## src/rtl/spi_regbus_pkg.sv

```systemverilog
// regbus_pkg: shared register-bus address map, FSM state encoding and write-decode helper for spi_regbus.
// No ports (package).
package regbus_pkg;

    localparam logic [6:0] ADDR_CTRL     = 7'h00;
    localparam logic [6:0] ADDR_WDOGDIV  = 7'h01;
    localparam logic [6:0] ADDR_WDRESET  = 7'h02;
    localparam logic [6:0] ADDR_HWCFG    = 7'h03;
    localparam logic [6:0] ADDR_CFG0     = 7'h04;
    localparam logic [6:0] ADDR_CFG1     = 7'h05;
    localparam logic [6:0] ADDR_CFG2     = 7'h06;
    localparam logic [6:0] ADDR_ABORTCNT = 7'h0E;
    localparam logic [6:0] ADDR_VERSION  = 7'h0F;

    typedef enum logic [2:0] {ARM, IDLE, CMD, DATA, DONE} state_t;

    // Addresses whose writes produce a load strobe and update wrtdata.
    function automatic logic is_strobe_addr(input logic [6:0] a);
        return a inside {ADDR_CTRL, ADDR_WDOGDIV, ADDR_WDRESET, ADDR_CFG0, ADDR_CFG1, ADDR_CFG2};
    endfunction

endpackage

```

## src/rtl/spi_regbus_if.sv

```systemverilog
// spi_regbus_if: SPI pins plus register-bus read inputs and write outputs of spi_regbus.
// Signals: sck, ss_n, mosi (SPI in), miso (SPI out), controlrdata, hwconfig (read values),
//          wrtdata, ctrlld, wdogdivld, wdreset, cfgld0/1/2 (write data and strobes).
// Modports: slave (the spi_regbus block), master (host/motor-control side).
interface spi_regbus_if;

    logic       sck;
    logic       ss_n;
    logic       mosi;
    logic       miso;
    logic [7:0] controlrdata;
    logic [7:0] hwconfig;
    logic [7:0] wrtdata;
    logic       ctrlld;
    logic       wdogdivld;
    logic       wdreset;
    logic       cfgld0;
    logic       cfgld1;
    logic       cfgld2;

    modport slave (
        input  sck, ss_n, mosi, controlrdata, hwconfig,
        output miso, wrtdata, ctrlld, wdogdivld, wdreset, cfgld0, cfgld1, cfgld2
    );

    modport master (
        output sck, ss_n, mosi, controlrdata, hwconfig,
        input  miso, wrtdata, ctrlld, wdogdivld, wdreset, cfgld0, cfgld1, cfgld2
    );

endinterface

```

## src/rtl/spi_regbus_syncbit.sv

```systemverilog
// syncbit: STAGES-deep flop synchroniser for one asynchronous pin, cleared by async reset.
// Ports: clk, reset (async, active-high), d (async input), q (synchronised output).
module syncbit #(
    parameter int STAGES = 2
) (
    input  logic clk,
    input  logic reset,
    input  logic d,
    output logic q
);

    logic [STAGES-1:0] ff;

    always_ff @(posedge clk or posedge reset) begin
        if (reset) ff <= '0;
        else       ff <= {ff[STAGES-2:0], d};
    end

    assign q = ff[STAGES-1];

endmodule

```

## src/rtl/spi_regbus.sv

```systemverilog
// spi_regbus: SPI mode-0 slave turning 16-bit host frames into register-bus writes and read-back.
// Ports: clk, reset (async, active-high), bus (spi_regbus_if.slave: sck/ss_n/mosi/miso,
//        controlrdata, hwconfig, wrtdata, ctrlld, wdogdivld, wdreset, cfgld0/1/2).
// Parameters: SYNCSTAGES (pin synchroniser depth, >=2), VERSION (value read at 0x0F).
// Optional feature: define REGBUS_ABORTCNT_EN for a saturating aborted-frame counter at 0x0E.
module spi_regbus
    import regbus_pkg::*;
#(
    parameter int         SYNCSTAGES = 2,
    parameter logic [7:0] VERSION    = 8'h01
) (
    input logic       clk,
    input logic       reset,
    spi_regbus_if.slave bus
);

    logic       s_sck, s_ss, s_mosi;
    logic       sck_d, ss_d;
    logic       rise, fall, abort;
    state_t     state;
    logic [3:0] cnt;
    logic [7:0] rx, tx, cmd, wrtdata, rd_mux, abort_rd;
    logic [6:0] addr;
    logic       pend;
    logic [5:0] strb;

    syncbit #(.STAGES(SYNCSTAGES)) u_sck  (.clk(clk), .reset(reset), .d(bus.sck),  .q(s_sck));
    syncbit #(.STAGES(SYNCSTAGES)) u_ss   (.clk(clk), .reset(reset), .d(bus.ss_n), .q(s_ss));
    syncbit #(.STAGES(SYNCSTAGES)) u_mosi (.clk(clk), .reset(reset), .d(bus.mosi), .q(s_mosi));

`ifdef REGBUS_ABORTCNT_EN
    logic [7:0] abortcnt;
    assign abort_rd = abortcnt;
`else
    assign abort_rd = 8'h00;
`endif

    assign rise = s_sck & ~sck_d;
    assign fall = ~s_sck & sck_d;
    assign addr = cmd[6:0];

    // A 16th rising edge coinciding with ss_n high wins: the frame completes rather than aborts.
    assign abort = s_ss && (state == CMD || (state == DATA && !(rise && cnt == 4'd15)));

    assign rd_mux = !cmd[7]                ? 8'h00 :
                    addr == ADDR_CTRL      ? bus.controlrdata :
                    addr == ADDR_HWCFG     ? bus.hwconfig :
                    addr == ADDR_VERSION   ? VERSION :
                    addr == ADDR_ABORTCNT  ? abort_rd : 8'h00;

    always_ff @(posedge clk or posedge reset) begin
        if (reset) begin
            state   <= ARM;
            cnt     <= '0;
            rx      <= '0;
            tx      <= '0;
            cmd     <= '0;
            sck_d   <= 1'b0;
            ss_d    <= 1'b0;
            pend    <= 1'b0;
            wrtdata <= '0;
            strb    <= '0;
`ifdef REGBUS_ABORTCNT_EN
            abortcnt <= '0;
`endif
        end else begin
            sck_d <= s_sck;
            ss_d  <= s_ss;
            pend  <= 1'b0;
            strb  <= '0;
            // Write commit one clk after the 16th edge: data and strobe appear together.
            if (pend) begin
                strb <= {addr == ADDR_CFG2, addr == ADDR_CFG1, addr == ADDR_CFG0,
                         addr == ADDR_WDRESET, addr == ADDR_WDOGDIV, addr == ADDR_CTRL};
                if (is_strobe_addr(addr)) wrtdata <= rx;
`ifdef REGBUS_ABORTCNT_EN
                if (addr == ADDR_ABORTCNT) abortcnt <= '0;
`endif
            end
            if (abort) begin
                state <= IDLE;
                tx    <= '0;
`ifdef REGBUS_ABORTCNT_EN
                abortcnt <= abortcnt + {7'd0, abortcnt != 8'hFF};
`endif
            end else begin
                case (state)
                    ARM:  if (s_ss) state <= IDLE;
                    IDLE: begin
                        cnt <= '0;
                        if (ss_d && !s_ss) state <= CMD;
                    end
                    CMD, DATA: begin
                        if (rise) begin
                            rx  <= {rx[6:0], s_mosi};
                            cnt <= cnt == 4'd15 ? cnt : cnt + 4'd1;
                            if (cnt == 4'd7) begin
                                cmd   <= {rx[6:0], s_mosi};
                                state <= DATA;
                            end
                            if (cnt == 4'd15) begin
                                pend  <= ~cmd[7];
                                state <= DONE;
                            end
                        end
                        // First falling edge of the data byte loads the read value; later ones shift.
                        if (fall && state == DATA) tx <= cnt == 4'd8 ? rd_mux : {tx[6:0], 1'b0};
                    end
                    DONE: if (s_ss) begin
                        state <= IDLE;
                        tx    <= '0;
                    end
                    default: state <= ARM;
                endcase
            end
        end
    end

    assign bus.miso      = tx[7];
    assign bus.wrtdata   = wrtdata;
    assign bus.ctrlld    = strb[0];
    assign bus.wdogdivld = strb[1];
    assign bus.wdreset   = strb[2];
    assign bus.cfgld0    = strb[3];
    assign bus.cfgld1    = strb[4];
    assign bus.cfgld2    = strb[5];

endmodule
```

## src/flat_wrapper.sv

```systemverilog
// flat-port wrapper written by rule: the top's interface ports become plain ports
module spi_regbus_flat import regbus_pkg::*;
#(
    parameter int         SYNCSTAGES = 2,
    parameter logic [7:0] VERSION    = 8'h01
)
  (clk, reset, bus_sck, bus_ss_n, bus_mosi, bus_controlrdata, bus_hwconfig, bus_miso, bus_wrtdata, bus_ctrlld, bus_wdogdivld, bus_wdreset, bus_cfgld0, bus_cfgld1, bus_cfgld2);
  spi_regbus_if bus_i ();
  input logic clk;
  input logic reset;
  input wire logic [$bits(bus_i.sck)-1:0] bus_sck;
  input wire logic [$bits(bus_i.ss_n)-1:0] bus_ss_n;
  input wire logic [$bits(bus_i.mosi)-1:0] bus_mosi;
  input wire logic [$bits(bus_i.controlrdata)-1:0] bus_controlrdata;
  input wire logic [$bits(bus_i.hwconfig)-1:0] bus_hwconfig;
  output wire logic [$bits(bus_i.miso)-1:0] bus_miso;
  output wire logic [$bits(bus_i.wrtdata)-1:0] bus_wrtdata;
  output wire logic [$bits(bus_i.ctrlld)-1:0] bus_ctrlld;
  output wire logic [$bits(bus_i.wdogdivld)-1:0] bus_wdogdivld;
  output wire logic [$bits(bus_i.wdreset)-1:0] bus_wdreset;
  output wire logic [$bits(bus_i.cfgld0)-1:0] bus_cfgld0;
  output wire logic [$bits(bus_i.cfgld1)-1:0] bus_cfgld1;
  output wire logic [$bits(bus_i.cfgld2)-1:0] bus_cfgld2;
  assign bus_i.sck = bus_sck;
  assign bus_i.ss_n = bus_ss_n;
  assign bus_i.mosi = bus_mosi;
  assign bus_i.controlrdata = bus_controlrdata;
  assign bus_i.hwconfig = bus_hwconfig;
  assign bus_miso = bus_i.miso;
  assign bus_wrtdata = bus_i.wrtdata;
  assign bus_ctrlld = bus_i.ctrlld;
  assign bus_wdogdivld = bus_i.wdogdivld;
  assign bus_wdreset = bus_i.wdreset;
  assign bus_cfgld0 = bus_i.cfgld0;
  assign bus_cfgld1 = bus_i.cfgld1;
  assign bus_cfgld2 = bus_i.cfgld2;
  spi_regbus #(.SYNCSTAGES(SYNCSTAGES), .VERSION(VERSION)) u_core (.clk(clk), .reset(reset), .bus(bus_i));
endmodule
```

## config.mk

```make
export PLATFORM = sky130hd
export DESIGN_NAME = spi_regbus_flat
export DESIGN_NICKNAME = d
export VERILOG_FILES = /design/src/rtl/spi_regbus_pkg.sv /design/src/rtl/spi_regbus_if.sv /design/src/rtl/spi_regbus_syncbit.sv /design/src/rtl/spi_regbus.sv /design/src/flat_wrapper.sv
export SDC_FILE = /design/constraint.sdc
export NUM_CORES = 1
export LEC_CHECK = 0
export ABC_AREA = 1
export ABC_CLOCK_PERIOD_IN_PS = 4600
export BUFFER_PORTS_ARGS = -buffer_cell sky130_fd_sc_hd__buf_2
export CORE_ASPECT_RATIO = 1.4
export CORE_MARGIN = 2
export CORE_UTILIZATION = 35
export CTS_CLUSTER_DIAMETER = 30
export DETAILED_ROUTE_END_ITERATION = 8
export SLEW_MARGIN = 20
export SYNTH_ARGS = -nofsm -noshare
export SYNTH_HDL_FRONTEND = slang
export SYNTH_SLANG_ARGS = --single-unit
```

## constraint.sdc

```tcl
create_clock -name clk -period 4.6 [get_ports clk]
set_input_delay 0.69 -clock clk [delete_from_list [all_inputs] [get_ports clk]]
set_output_delay 0.69 -clock clk [all_outputs]
set_load 0.02 [all_outputs]
```

==> results.json <==
{
  "worstReg2RegEnd": "u_core.bus.wrtdata[3]",
  "htree_levels": 2,
  "postRouteAntennaNets": 0,
  "critPathSlowestCell": "nand4_1",
  "rr_worst_depth": 6,
  "dieWidth_um": 76.2,
  "power_density_mw_per_mm2": 425,
  "skew_ns": 0.00954,
  "synth_edf_count": 0,
  "grt_first_pass_wirelength_um": 8890,
  "vias": 2074,
  "cpLargestDelayFamily": "simple AND/OR/NAND/NOR gates",
  "min_period_over_period_pct": 37.2,
  "met2_usage_pct": 24.0,
  "cts_setup_buffers": 0,
  "ios": 36,
  "gr-usage-met3_pct": 2.50,
  "hold_violations": 0,
  "final_cell_mix": "nand2_1 (101), dfrtp_1 (54), buf_2 (35)",
  "cp.depth": 6,
  "start_util_pct": 36.3,
  "grt_antenna_before_repair": 0,
  "clk_pin_slew_worst_paths_ns": 0.10,
  "tightest_slew_ns": 0.664,
  "slew_headroom_pct": 55.8,
  "syn_nets": 332,
  "post_cts_resized": 0,
  "placed_area_mm2": 0.00283,
  "avgSynthCellArea_um2": 8.26,
  "syn2layout_area_growth_pct": 15.5,
  "ys_seq_area_share_pct": 52.9,
  "worstHoldEndpoint": "u_core.u_mosi.ff[1]",
  "async_flop_share_pct": 100,
  "clk_latency_ns": 0.31,
  "grt_pass1_vias": 2012,
  "drc": 0,
  "critPathArrivalTime_ns": 1.93,
  "cts_root_buf": "clkbuf_8",
  "cts_tree": "done",
  "max_freq_ghz": 0.584,
  "r2r-start": "u_core.cmd[4]",
  "r2r_setup_slack_ns": 2.89,
  "maxSlewViolCount": 0,
  "drive_gt1_share_pct": 19.8,
  "routed_via_density": 4.67,
  "setup_viol_count_final": 0,
  "hold_class": "reg2reg",
  "grt_max_degree": 55,
  "core_mm2": 0.00703,
  "ctsHoldBuffers": 0,
  "cp_cell_sequence": "inv_1 > nand2_1 > nor2_1 > buf_4 > nand4_1 > o21ai_0",
  "clock_sinks": 54,
  "synthesis.area_mm2": 0.00255,
  "maxCapViolCount": 0,
  "cts_buffer_depth": 2,
  "final.setup.tns_ns": 0,
  "dieArea_mm2": 0.00800,
  "grtUsageMet1_pct": 16.1,
  "hp-start": "u_core.u_mosi.ff[0]",
  "final_area_mm2": 0.00295,
  "path_buf_inv": 2,
  "worst-path-max-fanout": 22,
  "critPathRequiredTime_ns": 4.81,
  "mostFrequentLayoutCell": "nand2_1",
  "cp-start-kind": "register",
  "syn_inst": 309,
  "rsz0062_at_grt": "no",
  "dp_hpwl_um": 3550,
  "cellLeakagePower_nw": 1.55,
  "final_nets": 371,
  "gp_congestion": 0.833,
  "die-height_um": 105,
  "end_kind": "register",
  "crit_path_max_incr_delay_ns": 0.47,
  "overflow": 0,
  "synth_cell_types": 27,
  "min_period_ns": 1.71,
  "gr-max-usage-layer": "met2",
  "antenna_cells": 0,
  "hold_path_depth": 0,
  "status": "finished clean",
  "rows": 36,
  "synth_flop_cell": "dfrtp_1",
  "routed_wl_um": 4890,
  "crit_type": "reg2reg",
  "wire_per_inst_um": 11.0,
  "grt.total_usage_pct": 13.4,
  "cts_buffers": 5,
  "port_buffers": 35,
  "firstDrtPassIters": 4,
  "ir_worst_vdd_mv": 0.174,
  "ys_ff_latch": 54,
  "drt_iter0_drc": 77,
  "yosys_warnings": 0
}
-- through the flow --
step	util (%)	std cells	worst slack, ns	total power, W	hold WS [ns]
global route	42.0	444	2.60	0.00136	0.372
CTS	42.0	444	2.83	0.00127	0.359
global placement	40.3	436	2.87	0.000931	0.334
finish	42.0	444	2.89	0.00125	0.356
floorplan	-	309	2.60	0.000857	0.331
detailed placement	40.3	436	2.83	0.000940	0.335
-- how the worst max path moves through the flow --
stage | endpoint | slack [ns] | startpoint
2_1_floorplan | u_core.bus.wrtdata[0] | 2.60 | reset
3_3_place_gp | u_core.bus.wrtdata[6] | 2.87 | u_core.cmd[4]
3_5_place_dp | u_core.bus.wrtdata[0] | 2.83 | u_core.cmd[6]
4_1_cts | u_core.bus.wrtdata[6] | 2.83 | u_core.cmd[4]
5_1_grt | u_core.tx[0] | 2.60 | u_core.cnt[0]
6_report | u_core.bus.wrtdata[3] | 2.89 | u_core.cmd[4]
-- cells in the mapped netlist (2+ instances only) --
cell        n  share of area, %
a21oi_1     6               1.2
nand2_1   101                15
buf_2       2              0.39
nor2_2      3              0.74
o21ai_0    15               2.9
nand4_1     2              0.49
nor2_4      2              0.88
nand3_1    31               6.1
clkbuf_1    2              0.29
inv_1      35               5.1
ha_1        2              0.98
nand2_4     2              0.88
o21ai_2     7               2.4
dfrtp_1    54                53
nand2_2     3              0.74
nor2_1     23               3.4
o21ai_1     9               1.8
-- cells by family (layout without fill, tap and decap cells) --
group | count (synthesis) | count (layout) | share of synthesized area (%)
AOI/OAI and AO/OA | 37 | 37 | 8.28
xor gates and xnor gates | 1 | 1 | 0.343
adders and majority gates | 2 | 2 | 0.980
buffers and inverters | 42 | 82 | 6.67
DFF | 54 | 54 | 52.9
and+or+nand+nor | 173 | 173 | 30.8
-- cell type report --
cell class	count	area, um2
multi-input combinational	213	1030
clock buffer	5	68.8
tap	95	119
timing repair buffer	37	190
clock inverter	3	47.5
fill	734	4080
inverter	37	141
sequential	54	1350
-- flip-flops by register name, indices dropped and copies added, names as in the netlist --
register	flops
u_core.tx	8
u_core.sck_d	1
u_core.state	3
u_core.u_ss.ff	2
u_core.strb	6
u_core.u_mosi.ff	2
u_core.pend	1
u_core.cnt	4
u_core.ss_d	1
u_core.bus.wrtdata	8
u_core.u_sck.ff	2
u_core.rx	8
u_core.cmd	8
-- report_power, final --
part,internal (W),switching (W)
registers,0.000534,0.0000420
logic,0.000113,0.000240
clock network,0.000165,0.000160
total,0.000811,0.000441
-- routing by layer --
layer	share of wire [%]	vias up
met1	45	980
met5	0	-
met4	1.2	0
met3	3.2	5
met2	51	36
li1	-	1053
(Power assumes the default switching activity.)
